**config.mk**
```make
export PLATFORM = sky130hd
export DESIGN_NAME = fifo_rd_unpack
export DESIGN_NICKNAME = d
export VERILOG_FILES = /design/src/rtl/fifo_pkg.sv /design/src/rtl/fifo_unpack_slice_mux.sv /design/src/rtl/fifo_rd_unpack.sv
export SDC_FILE = /design/constraint.sdc
export NUM_CORES = 1
export LEC_CHECK = 0
export ABC_AREA = 1
export BUFFER_PORTS_ARGS = -buffer_cell sky130_fd_sc_hd__buf_4
export CELL_PAD_IN_SITES_DETAIL_PLACEMENT = 1
export CELL_PAD_IN_SITES_GLOBAL_PLACEMENT = 2
export CORE_MARGIN = 2
export CORE_UTILIZATION = 29
export CTS_BUF_LIST = sky130_fd_sc_hd__clkbuf_8 sky130_fd_sc_hd__clkbuf_16
export DETAILED_ROUTE_END_ITERATION = 16
export PLACE_DENSITY_LB_ADDON = 0.1
export SYNTH_ARGS = -nofsm -noshare
export SYNTH_HDL_FRONTEND = slang
export SYNTH_SLANG_ARGS = --single-unit
```
**constraint.sdc**
```tcl
create_clock -name rd_clk -period 7.5 [get_ports rd_clk]
set_input_delay 0.75 -clock rd_clk [delete_from_list [all_inputs] [get_ports rd_clk]]
set_output_delay 0.75 -clock rd_clk [all_outputs]
set_load 0.03 [all_outputs]
```
**src/rtl/fifo_pkg.sv**
```systemverilog
// Shared FIFO helpers: ceil-log2, slice-index width and the IN/OUT width ratio check.
`ifndef FIFO_PKG_SV
`define FIFO_PKG_SV

package fifo_pkg;

    function automatic int unsigned clog2(input int unsigned value);
        int unsigned result;
        result = 0;
        for (int unsigned i = 0; i < 32; i++) begin
            if ((64'd1 << i) < 64'(value)) begin
                result = i + 1;
            end
        end
        return result;
    endfunction

    // A single-slice word still needs a one-bit index.
    function automatic int unsigned slice_idx_w(input int unsigned ratio);
        return (ratio <= 1) ? 1 : clog2(ratio);
    endfunction

endpackage

`define FIFO_RATIO_CHECK(IN_W, OUT_W) if (((IN_W) % (OUT_W)) != 0) begin : g_ratio_check $error("IN_WIDTH must be a non-zero multiple of OUT_WIDTH"); end

`endif

```
**src/rtl/fifo_unpack_slice_mux.sv**
```systemverilog
// Combinational slice selector: returns slice i_idx of i_word, LSB-first by default,
// MSB-first when FIFO_RD_UNPACK_MSB_FIRST_EN is defined.
module fifo_unpack_slice_mux
    import fifo_pkg::*;
#(
    parameter int unsigned IN_WIDTH  = 16,
    parameter int unsigned OUT_WIDTH = 8,
    parameter int unsigned IDX_W     = slice_idx_w(IN_WIDTH / OUT_WIDTH)
) (
    input  logic [IN_WIDTH-1:0]  i_word,
    input  logic [IDX_W-1:0]     i_idx,
    output logic [OUT_WIDTH-1:0] o_slice
);

    localparam int unsigned RATIO = IN_WIDTH / OUT_WIDTH;

    always_comb begin
        o_slice = '0;
        for (int k = 0; k < int'(RATIO); k++) begin
            if (i_idx == IDX_W'(k)) begin
`ifdef FIFO_RD_UNPACK_MSB_FIRST_EN
                o_slice = i_word[IN_WIDTH-1-k*OUT_WIDTH -: OUT_WIDTH];
`else
                o_slice = i_word[k*OUT_WIDTH +: OUT_WIDTH];
`endif
            end
        end
    end

endmodule

```
**src/rtl/fifo_rd_unpack.sv**
```systemverilog
// Read-side unpacker for the async FIFO: pops IN_WIDTH words through a 2-word credit window
// and streams OUT_WIDTH slices. FIFO_RD_UNPACK_MSB_FIRST_EN selects MSB-first slice order.
module fifo_rd_unpack
    import fifo_pkg::*;
#(
    parameter int unsigned IN_WIDTH  = 16,
    parameter int unsigned OUT_WIDTH = 8
) (
    input  logic                 rd_clk,
    input  logic                 rst,
    input  logic                 fifo_empty,
    output logic                 fifo_rd_en,
    input  logic [IN_WIDTH-1:0]  fifo_dout,
    output logic                 m_valid,
    input  logic                 m_ready,
    output logic [OUT_WIDTH-1:0] m_data,
    output logic                 m_last,
    output logic                 busy
);

    localparam int unsigned RATIO = IN_WIDTH / OUT_WIDTH;
    localparam int unsigned IDX_W = slice_idx_w(RATIO);
    localparam logic [IDX_W-1:0] IDX_LAST = IDX_W'(RATIO - 1);

    `FIFO_RATIO_CHECK(IN_WIDTH, OUT_WIDTH)

    logic [IN_WIDTH-1:0] r_cur;
    logic [IN_WIDTH-1:0] r_nxt;
    logic                r_cur_v;
    logic                r_nxt_v;
    logic                r_inflight;
    logic [IDX_W-1:0]    r_idx;

    logic                w_slice_last;
    logic                w_transfer;
    logic                w_release;
    logic [1:0]          w_credit;

    assign w_slice_last = (r_idx == IDX_LAST);
    assign w_transfer   = r_cur_v & m_ready;
    assign w_release    = w_transfer & w_slice_last;
    assign w_credit     = 2'(r_cur_v) + 2'(r_nxt_v) + 2'(r_inflight);

    // A full window may still pop when the current word leaves this cycle.
    assign fifo_rd_en = !rst && !fifo_empty &&
                        ((w_credit < 2'd2) || ((w_credit == 2'd2) && w_release));

    always_ff @(posedge rd_clk) begin
        if (rst) begin
            r_cur_v    <= 1'b0;
            r_nxt_v    <= 1'b0;
            r_inflight <= 1'b0;
            r_idx      <= '0;
        end else begin
            r_inflight <= fifo_rd_en;
            if (w_transfer) begin
                r_idx <= w_slice_last ? '0 : r_idx + IDX_W'(1);
            end
            if (r_inflight) begin
                if (!r_cur_v || (w_release && !r_nxt_v)) begin
                    r_cur   <= fifo_dout;
                    r_cur_v <= 1'b1;
                end else if (w_release) begin
                    r_cur <= r_nxt;
                    r_nxt <= fifo_dout;
                end else begin
                    r_nxt   <= fifo_dout;
                    r_nxt_v <= 1'b1;
                end
            end else if (w_release) begin
                r_cur   <= r_nxt;
                r_cur_v <= r_nxt_v;
                r_nxt_v <= 1'b0;
            end
        end
    end

    assign m_valid = r_cur_v;
    assign m_last  = r_cur_v & w_slice_last;
    assign busy    = r_cur_v | r_nxt_v | r_inflight;

    fifo_unpack_slice_mux #(
        .IN_WIDTH  (IN_WIDTH),
        .OUT_WIDTH (OUT_WIDTH),
        .IDX_W     (IDX_W)
    ) u_slice_mux (
        .i_word  (r_cur),
        .i_idx   (r_idx),
        .o_slice (m_data)
    );

endmodule
```
; Word-level counts from Yosys, hierarchy flattened
; Cells that the tools add are included.
[totals]
n_memories = 0
ramBits = 0
word_cells = 47
rom_bits = 0
latch_bits = 0
register_bits = 36
output_inout_bits = 12
[classes]
shifts = 0
n_lt_le_gt_ge = 1
muxes = 12
n_reduce_logical = 14
addsub = 3
n_bitwise = 7
div = 0
multipliers = 0
eq_ne = 4
[ops]
columns = cell, n
row1 = $mux W16, 3
row2 = $mux W1, 8
row3 = $mux W8, 1
row4 = $reduce_and A3 Y1, 2
row5 = $logic_and A1 B1 Y1, 4
row6 = $logic_not A1 Y1, 4
row7 = $ne A2 B2 Y1 const B, 2
row8 = $and A1 B1 Y1, 3
row9 = $add A1 B1 Y2, 1
row10 = $add A2 B1 Y2, 1
row11 = $eq A2 B2 Y1 const B, 1
row12 = $logic_or A1 B1 Y1, 2
row13 = $lt A2 B2 Y1 const B, 1
row14 = $ne A2 B1 Y1 const B, 1
row15 = $not A1 Y1, 2
row16 = $or A1 B1 Y1, 2
row17 = $reduce_and A2 Y1, 1
row18 = $reduce_bool A2 Y1, 1
row19 = $add A1 B1 Y1 const B, 1

; Logic depth before layout (Yosys ltp)
; Gate-level depths: netlist of the first run.
[logic_depth]
ltp_word = 6
depth_mapped = 8
depth_no_buf = 7

; Hierarchy
; From an unflattened synthesis of the first run, not the netlist that was laid out.
[hier_totals]
cells_unflattened = 189
hier_area_um2 = 1750.4
[modules_own_cells]
columns = mod, instances, area_each_um2, cells_each, seq_area_each_um2
row1 = fifo_rd_unpack, 1, 1645.3, 163, 1041.0
row2 = fifo_unpack_slice_mux, 1, 105.1, 26, 0.0

; Least setup slack after synthesis of the first run
; OpenSTA, ideal clock, no wires.
[synth_path]
path_kind = input port to flip-flop
start = input m_ready
end = register r_nxt[0], enable pin
slack_ns = 4.779
path_stages = 4
t_arrival_ns = 2.311
required_time_ns = 7.091
cell_sequence = nand4_2 > nand2_2 > buf_4 > nor3_1
[synth_between]
elab_chain_len = 6
[synth_rtl]
columns = element, line
row1 = from (decl), fifo_rd_unpack.sv:15  ; input logic m_ready,
row2 = $and A1 B1 Y1, fifo_rd_unpack.sv:40  ; assign w_transfer = r_cur_v & m_ready;
row3 = $and A1 B1 Y1, fifo_rd_unpack.sv:41  ; assign w_release = w_transfer & w_slice_last;
row4 = $logic_and A1 B1 Y1, fifo_rd_unpack.sv:60  ; if (!r_cur_v || (w_release && !r_nxt_v)) begin
row5 = $logic_or A1 B1 Y1, fifo_rd_unpack.sv:60
row6 = $not A1 Y1 (no source line), -
row7 = $reduce_and A3 Y1 (no source line), -
row8 = to (signal assigned), fifo_rd_unpack.sv:65  ; r_nxt <= fifo_dout;
row9 = to (signal assigned), fifo_rd_unpack.sv:67  ; r_nxt <= fifo_dout;
row10 = to (decl), fifo_rd_unpack.sv:28  ; logic [IN_WIDTH-1:0] r_nxt;
; Every way passes these cells.
; A chain may end at the register's enable or synchronous reset.

; Worst setup path in the final report of the first run
[layout_path]
start = register r_inflight
end = output fifo_rd_en
[layout_between]
elab_chain_len = 5
word_cells_on_any_way = 6
[layout_rtl]
columns = element, line
row1 = from (decl), fifo_rd_unpack.sv:31  ; logic r_inflight;
row2 = from (signal assigned), fifo_rd_unpack.sv:55  ; r_inflight <= fifo_rd_en;
row3 = $add A2 B1 Y2 *, fifo_rd_unpack.sv:42  ; assign w_credit = 2'(r_cur_v) + 2'(r_nxt_v) + 2'(r_inflight);
row4 = $eq A2 B2 Y1, fifo_rd_unpack.sv:46  ; ((w_credit < 2'd2) || ((w_credit == 2'd2) && w_release));
row5 = $logic_and A1 B1 Y1, fifo_rd_unpack.sv:46
row6 = $logic_or A1 B1 Y1 *, fifo_rd_unpack.sv:46
row7 = $logic_and A1 B1 Y1 *, fifo_rd_unpack.sv:45  ; assign fifo_rd_en = !rst && !fifo_empty &&
row8 = to (decl), fifo_rd_unpack.sv:12  ; output logic fifo_rd_en,
; Every way passes the cells marked *; elsewhere a longest branch is shown, timed or not.

==> flow_summary.yaml, run 1 <==
status:
  run_status: "finished, final reports clean"
synth:
  synth_top_cell_area_share_pct: 55.8
  syn_area_per_cell_um2: 9.52
  syn_inst: 181
  syn_area_um2: 1720
  synth_cell_types: 21
  yosysSeqAreaShare_pct: 60.4
  synth-seq-cells: 36
  synth_largest_area_cell: "edfxtp_1"
  synth_area_leaders: "edfxtp_1 56%, nand2_1 16%, nand3_1 4.9%"
  syn_nets: 202
  yosysWarnings: 0
finish:
  nFillCells: 715
  layout-drive-gt1-share_pct: 21.6
  final_cells: 288
  regArea_um2: 1040
  fin_area_um2: 2090
  num_antenna_cells: 0
  finalNetCount: 233
  area_growth_pct: 21.1
  multi_input_area_um2: 578
power_and_ir_drop:
  powerDensity_nw_per_um2: 210
  p_clk_share_pct: 29.9
  power_switching_w: 0.000119
  leakage_nw: 0.907
  ir_drop_mv: 0.0690
  sequentialPowerShare_pct: 54.6
  totalPowerFinal_w: 0.000438
  pwr-share-comb_pct: 15.5
  p_int_w: 0.000319
  sw_frac_of_total_pct: 27.1
die:
  io_pins: 32
  die_w_um: 81.1
  die_h_um: 81.1
  dieArea_um2: 6570
  start_util_pct: 29.6
  rows: 28
  core_area_um2: 5820
clocking:
  postCtsSetupRepairBufs: 0
  cts.path.max_buffers: 2
  cts_sinks: 36
  htree_levels: 2
  clkTransAtPathRegs_ps: 70
  root_buffer: "clkbuf_8"
  cts_buffers: 5
  clk_latency_ps: 290
  cts_hold_buf: 0
  cts_tree: "built"
  cts_resized: 0
worst_setup_path:
  reg2regPathDepth: 3
  worstPathArrival_ps: 2300
  setup.worst_path.end: "fifo_rd_en"
  r2r_slack_ps: 5110
  critPathRequiredTime_ps: 6750
  r2r_start: "r_inflight"
  crit_fanout: 19
  crit_path_start_kind: "register"
  r2r-end: "r_nxt[1]"
  crit_path_end_kind: "output port"
  crit_start: "r_inflight"
  critPathKind: "register to output port"
job:
  drv_cap: 0
global_route:
  grt_usage_pct: 15.2
  grt_max_degree: 27
  antenna_found_initial: 0
  first_global_vias: 1466
  grt_overflow: 0
  grt_pass1_wl_um: 7350
sta:
  min_period_over_period_pct: 40.7
  tightest_slew_ps: 806
  drv_slew: 0
  postLayoutSetupSlackWorst_ps: 4450
  slew_headroom_pct: 46.2
  fin_tns_setup_ps: 0
  hold_viol: 0
  clock.fmax_mhz: 328
  post-route-min-period_ps: 3050
  grt_setup_unrepaired: "false"
  finalSetupViolCount: 0
  skew_ps: 6.41
place:
  io_buffers: 31
  gp_congestion: 0.691
  place_hpwl_um: 3030
  place_inst: 280
  placed_cell_area_um2: 2010
  dp_slack_ps: 4740
drt:
  drt_first_pass_iters: 4
  routed_wirelength_um: 4460
  vias: 1303
  postRouteAntennaNets: 0
  viasPerCell: 4.52
  wire_per_inst_um: 15.5
  drtIter0Drc: 64
  drcViolationCount: 0
worst_hold_path:
  hold_path_class: "register to register"
worst max-delay path, stage by stage (launching register included):
cell and delay, ps:
dfxtp_1 850, inv_1 240, fa_1 480, a21oi_1 210
nor2_1 60, buf_4 170
cell type report:
| class | instances | area share (%) |
|---|---|---|
| Sequential cell | 36 | 49.9 |
| Multi-Input combinational cell | 123 | 27.7 |
| Timing Repair Buffer | 32 | 11.5 |
| Tap cell | 75 | 4.50 |
| Clock buffer | 5 | 3.30 |
| Inverter | 14 | 2.52 |
| Clock inverter | 3 | 0.600 |
through the flow:
| step | util, % | hold slack [ps] |
|---|---|---|
| after floorplan | - | 499 |
| after global routing | 35.9 | 621 |
| after global placement | 34.5 | 521 |
| final | 35.9 | 575 |
| after detailed placement | 34.5 | 556 |
| after CTS | 35.9 | 577 |
Yosys cell counts, drive strengths merged:
master	count
nor2	4
inv	14
nand3	17
fa	1
nand2	76
dfxtp	4
or2	1
nor3	2
buf	7
clkbuf	1
o21ai	16
edfxtp	32
a21oi	4
nand4	1
o211ai	1
power groups by stage:
stage / clock (W) / sequential, W / combinational [W]
floorplan: 0 / 0.000239 / 0.0000446
global placement: 0 / 0.000243 / 0.0000683
detailed placement: 0 / 0.000244 / 0.0000697
CTS: 0.000136 / 0.000239 / 0.0000700
global route: 0.000143 / 0.000241 / 0.0000768
finish: 0.000131 / 0.000239 / 0.0000681
routing by layer:
metal | vias up | track usage, % | part of all wire (%)
met3 | 5 | 3.89 | 3.8
met2 | 26 | 25.9 | 50
met4 | 0 | 5.08 | 1.1
met1 | 611 | 18.6 | 45
li1 | 661 | - | -
met5 | - | 0 | 0
registers in the layout, indices dropped and copies added, names as in the netlist:
register    cells
r_cur          16
r_nxt          16
m_valid         1
r_idx           1
r_inflight      1
r_nxt_v         1
cell usage in the layout (no fill, tap or decap), drive strengths merged:
| cell type | n |
|---|---|
| nand3 | 17 |
| inv | 16 |
| nor2 | 4 |
| nand2 | 76 |
| o211ai | 1 |
| clkbuf | 5 |
| nand4 | 1 |
| or2 | 1 |
| fa | 1 |
| nor3 | 2 |
| edfxtp | 32 |
| buf | 32 |
| o21ai | 16 |
| a21oi | 4 |
| dfxtp | 4 |
| clkinv | 1 |
worst min-delay path by stage:
stage	from	slack, ps	to	depth (start not counted)
2_1_floorplan	r_nxt_v	500	r_nxt_v	2
3_3_place_gp	r_nxt_v	520	r_nxt_v	2
3_5_place_dp	r_nxt_v	560	r_nxt_v	2
4_1_cts	r_nxt_v	580	r_nxt_v	2
5_1_grt	r_nxt_v	620	r_nxt_v	2
6_report	r_nxt_v	580	r_nxt_v	2
kinds of logic after synthesis:
| kind of cell | count (synthesis) | share of synthesized area, % |
|---|---|---|
| DFF | 36 | 60.4 |
| AOI/OAI and AO/OA | 21 | 6.25 |
| buffers and inverters | 22 | 6.32 |
| adders and majority gates | 1 | 1.16 |
| and+or+nand+nor | 101 | 25.9 |
Power figures use the tool's default switching activity.
==> inputs of run 2 (changes only) <==
==> constraint.sdc (replaced) <==
create_clock -name rd_clk -period 2.5 [get_ports rd_clk]
set_input_delay 0.25 -clock rd_clk [delete_from_list [all_inputs] [get_ports rd_clk]]
set_output_delay 0.25 -clock rd_clk [all_outputs]
set_load 0.03 [all_outputs]
==> run 2 against run 1 <==
Clock skew is 1.0 ps lower. Register-to-register slack got worse by 4300 ps. Utilization grew 0.84 points. Clock power rose to 3.9 times the previous value. Via count is 2.1% higher. Routed wire length is 0.45% higher.
==> flow_summary.yaml, run 2 (synthesized netlist as in run 1, its figures left out) <==
global_route:
  first_global_vias: 1365
  grt_usage_pct: 15.0
  grt_max_degree: 27
  antenna_found_initial: 0
  grt_pass1_wl_um: 7200
  grt_overflow: 0
die:
  core_area_um2: 5820
  rows: 28
  dieArea_um2: 6570
  start_util_pct: 29.6
  die_w_um: 81.1
  die_h_um: 81.1
  io_pins: 32
sta:
  slew_headroom_pct: 49.4
  hold_viol: 0
  whs_ps: 142
  min_period_over_period_pct: 81.5
  clock.fmax_mhz: 491
  grt_setup_unrepaired: "false"
  fin_tns_setup_ps: 0
  skew_ps: 5.39
  tightest_slew_ps: 758
  finalSetupViolCount: 0
  drv_slew: 0
  post-route-min-period_ps: 2040
worst_setup_path:
  crit_fanout: 7
  critPathKind: "register to output port"
  cp_slowest_stage_delay_ps: 480
  worstPathArrival_ps: 1790
  crit_path_start_kind: "register"
  crit_chain: "inv_1 -> fa_1 -> a21oi_1 -> nor2_1 -> buf_4"
  cp_slowest_cell: "dfxtp_1"
  crit_path_end_kind: "output port"
  critPathRequiredTime_ps: 2250
  crit_family: "flip-flops"
  crit_buf_inv: 2
clocking:
  root_buffer: "clkbuf_8"
  clk_latency_ps: 290
  cts_hold_buf: 0
  cts_resized: 0
  cts_buffers: 5
  cts_tree: "built"
  cts_sinks: 36
  clkTransAtPathRegs_ps: 70
  htree_levels: 2
  postCtsSetupRepairBufs: 0
  cts.path.max_buffers: 2
finish:
  fin_area_um2: 2140
  finalNetCount: 236
  largest_registers: "r_cur x16, r_nxt x16"
  area_growth_pct: 24.0
  num_antenna_cells: 0
  final_common_cell: "nand2_1"
  layout-drive-gt1-share_pct: 23.1
  layout_common_cells: "72 x nand2_1, 35 x buf_4, 32 x edfxtp_1, 17 x nand3_1, 15 x inv_1"
power_and_ir_drop:
  sequentialPowerShare_pct: 49.2
  p_clk_share_pct: 35.6
  pwr-share-comb_pct: 15.1
  p_int_w: 0.00107
  powerDensity_nw_per_um2: 673
  leakage_nw: 0.932
  power_switching_w: 0.000371
  ir_drop_mv: 0.322
  sw_frac_of_total_pct: 25.8
drt:
  drcViolationCount: 0
  drtIter0Drc: 71
  drt_first_pass_iters: 4
  viasPerCell: 4.57
  routed_wirelength_um: 4480
  wire_per_inst_um: 15.4
  vias: 1331
  postRouteAntennaNets: 0
place:
  place_hpwl_um: 2820
  io_buffers: 31
  gp_congestion: 0.704
  placed_cell_area_um2: 2030
job:
  drv_cap: 0
status:
  run_status: "finished, final reports clean"
worst_hold_path:
  hold_path_class: "primary input to register"
## run 2: metal layers
metal,GRT usage [%],part of all wire [%],up-vias
met2,22.8,44,26
li1,-,-,667
met5,0,0,-
met4,4.58,1.3,0
met3,4.11,4.0,6
met1,20.8,50,632
## run 2: through the flow
stage                     util (%)  std cells  total power, W  setup WS, ps
after detailed placement      34.9        283        0.000942           761
final                         36.7        291         0.00144           463
after global placement        34.9        283        0.000936           802
after floorplan                  -        181        0.000852           421
after CTS                     36.7        291         0.00145           440
after global routing          36.7        291         0.00151           322
## run 2: power by group through the flow
stage	combinational, W	sequential [W]	clock [W]
after floorplan	0.000134	0.000718	0
after global placement	0.000216	0.000720	0
after detailed placement	0.000220	0.000722	0
after CTS	0.000222	0.000708	0.000525
after global routing	0.000244	0.000711	0.000552
final	0.000217	0.000707	0.000512
## run 2: area by class of cell
type / instances / area, um2
well taps: 75 / 93.8
flip-flops and latches: 36 / 1040
inverters: 14 / 52.6
clock inverters: 3 / 38.8
repair buffers: 35 / 263
clock buffers: 5 / 68.8
fillers: 705 / 3680
multi-input cells: 123 / 578
## run 2: final timing paths
path	start	endpoint	slack [ps]	depth (start not counted)
setup / recovery	m_valid	fifo_rd_en	460	5
hold / removal	fifo_dout[3]	r_nxt[3]	140	1
setup reg to reg	m_valid	r_cur[5]	780	5
hold reg to reg	r_nxt_v	r_nxt_v	550	2
==> inputs of run 3 (changes only) <==
==> constraint.sdc (replaced) <==
create_clock -name rd_clk -period 1.85 [get_ports rd_clk]
set_input_delay 0.185 -clock rd_clk [delete_from_list [all_inputs] [get_ports rd_clk]]
set_output_delay 0.185 -clock rd_clk [all_outputs]
set_load 0.03 [all_outputs]
==> run 3 against run 2 <==
Register-to-register slack got worse by 400 ps. Clock power increased by 12%. Die area is the same. Design area grew 1.7%. Sequential cell count unchanged. Sequential power rose by 35%. Critical path depth unchanged. Power is 28% higher. Critical endpoint unchanged. Highest routed layer unchanged.
==> flow_summary.yaml, run 3 (synthesized netlist as in run 1, its figures left out) <==
finish:
  final_common_cell: "nand2_1"
  area_growth_pct: 26.1
  num_antenna_cells: 0
  finalNetCount: 241
  layout_common_cells: "72 x nand2_1, 39 x buf_4, 32 x edfxtp_1, 17 x nand3_1, 14 x inv_1"
  largest_registers: "r_cur x16, r_nxt x16"
  layout-drive-gt1-share_pct: 25.8
  nFillCells: 715
worst_setup_path:
  critPathRequiredTime_ps: 1660
  r2r_start: "m_valid"
  crit_fanout: 3
  crit_chain: "inv_1 -> fa_1 -> a21oi_2 -> nor2_2 -> buf_4"
  cp_slowest_cell: "fa_1"
  cp_slowest_stage_delay_ps: 460
  worstPathArrival_ps: 1560
  crit_path_end_kind: "output port"
  reg2regPathDepth: 7
  crit_path_start_kind: "register"
  r2r_slack_ps: 380
  critPathKind: "register to output port"
  r2r-end: "r_cur[5]"
global_route:
  grt_max_degree: 25
  grt_overflow: 0
  first_global_vias: 1451
  grt_usage_pct: 15.7
  antenna_found_initial: 0
  grt_pass1_wl_um: 7520
place:
  gp_congestion: 0.723
  io_buffers: 31
  place_hpwl_um: 3100
die:
  io_pins: 32
  die_h_um: 81.1
  dieArea_um2: 6570
  die_w_um: 81.1
  rows: 28
  core_area_um2: 5820
  start_util_pct: 29.6
sta:
  slew_headroom_pct: 76.6
  post-route-min-period_ps: 1750
  min_period_over_period_pct: 94.4
  drv_slew: 0
  fin_tns_setup_ps: 0
  finalSetupViolCount: 0
  hold_viol: 0
  clock.fmax_mhz: 572
  skew_ps: 5.80
  tightest_slew_ps: 351
  whs_ps: 80.3
  grt_setup_unrepaired: "false"
power_and_ir_drop:
  leakage_nw: 0.947
  ir_drop_mv: 0.373
  powerDensity_nw_per_um2: 848
worst_hold_path:
  holdPathStages: 1
  worstHoldEndpoint: "r_nxt[4]"
  hold_start: "fifo_dout[4]"
  hold_path_class: "primary input to register"
job:
  drv_cap: 0
drt:
  postRouteAntennaNets: 0
  routed_wirelength_um: 4720
  viasPerCell: 4.66
  drtIter0Drc: 76
  drt_first_pass_iters: 4
  vias: 1379
  wire_per_inst_um: 15.9
  drcViolationCount: 0
status:
  run_status: "finished, final reports clean"
clocking:
  cts_tree: "built"
  htree_levels: 2
  postCtsSetupRepairBufs: 0
  cts.path.max_buffers: 2
  root_buffer: "clkbuf_8"
  clk_latency_ps: 290
  cts_sinks: 36
  clkTransAtPathRegs_ps: 70
  cts_buffers: 5
[run 3: layout make-up]
cell class	count	area, um2	area share (%)
sequential	36	1040	47.9
multi-input combinational	124	602	27.7
timing repair buffer	39	293	13.5
tap	75	93.8	4.32
clock buffer	6	82.6	3.80
inverter	14	52.6	2.42
clock inverter	2	7.51	0.346
[run 3: how the worst max path moves through the flow]
stage                     from          to  cells past startpoint
floorplan              m_valid    r_nxt[0]                      3
global placement    r_inflight  fifo_rd_en                      5
detailed placement  r_inflight  fifo_rd_en                      5
CTS                 r_inflight  fifo_rd_en                      5
global route        r_inflight  fifo_rd_en                      5
finish                 r_nxt_v  fifo_rd_en                      5
[run 3: repair_timing]
item                                    4_1_cts  5_1_grt
hold buffers                                  0        0
gates resized for setup                       0        2
endpoints found under the setup margin        0        1
hold endpoints to repair                      0        0
[run 3: per-stage QoR]
stage	setup slack, ps	total power, W	area, um2	instances	utilization (%)
5_1_grt	14.7	0.00194	2170	296	37.3
3_3_place_gp	372	0.00127	2070	287	35.5
4_1_cts	6.76	0.00186	2160	295	37.1
3_5_place_dp	327	0.00128	2070	287	35.5
2_1_floorplan	2.42	0.00115	1740	181	-
6_report	103	0.00184	2170	296	37.3
[run 3: report_power, final]
group	internal, W	switching [W]
registers	0.000936	0.0000177
clock network	0.000293	0.000282
logic	0.000116	0.000196
total	0.00135	0.000496
[run 3: critical path: cells and delay by family, from the launching register on]
kind,cells,cell delay (ps)
AO/OA/AOI/OAI,1,180
buffers and inverters,2,250
adder cells (fa/ha/maj),1,460
AND/OR/NAND/NOR,1,40
flip-flops,1,350
[run 3: routing by layer]
layer | up-vias | routed length (um) | global-route usage (%)
li1 | 681 | - | -
met1 | 663 | 2280 | 21.3
met2 | 28 | 2190 | 24.7
met3 | 7 | 176 | 3.44
met4 | 0 | 73 | 5.59
met5 | - | 0 | 0
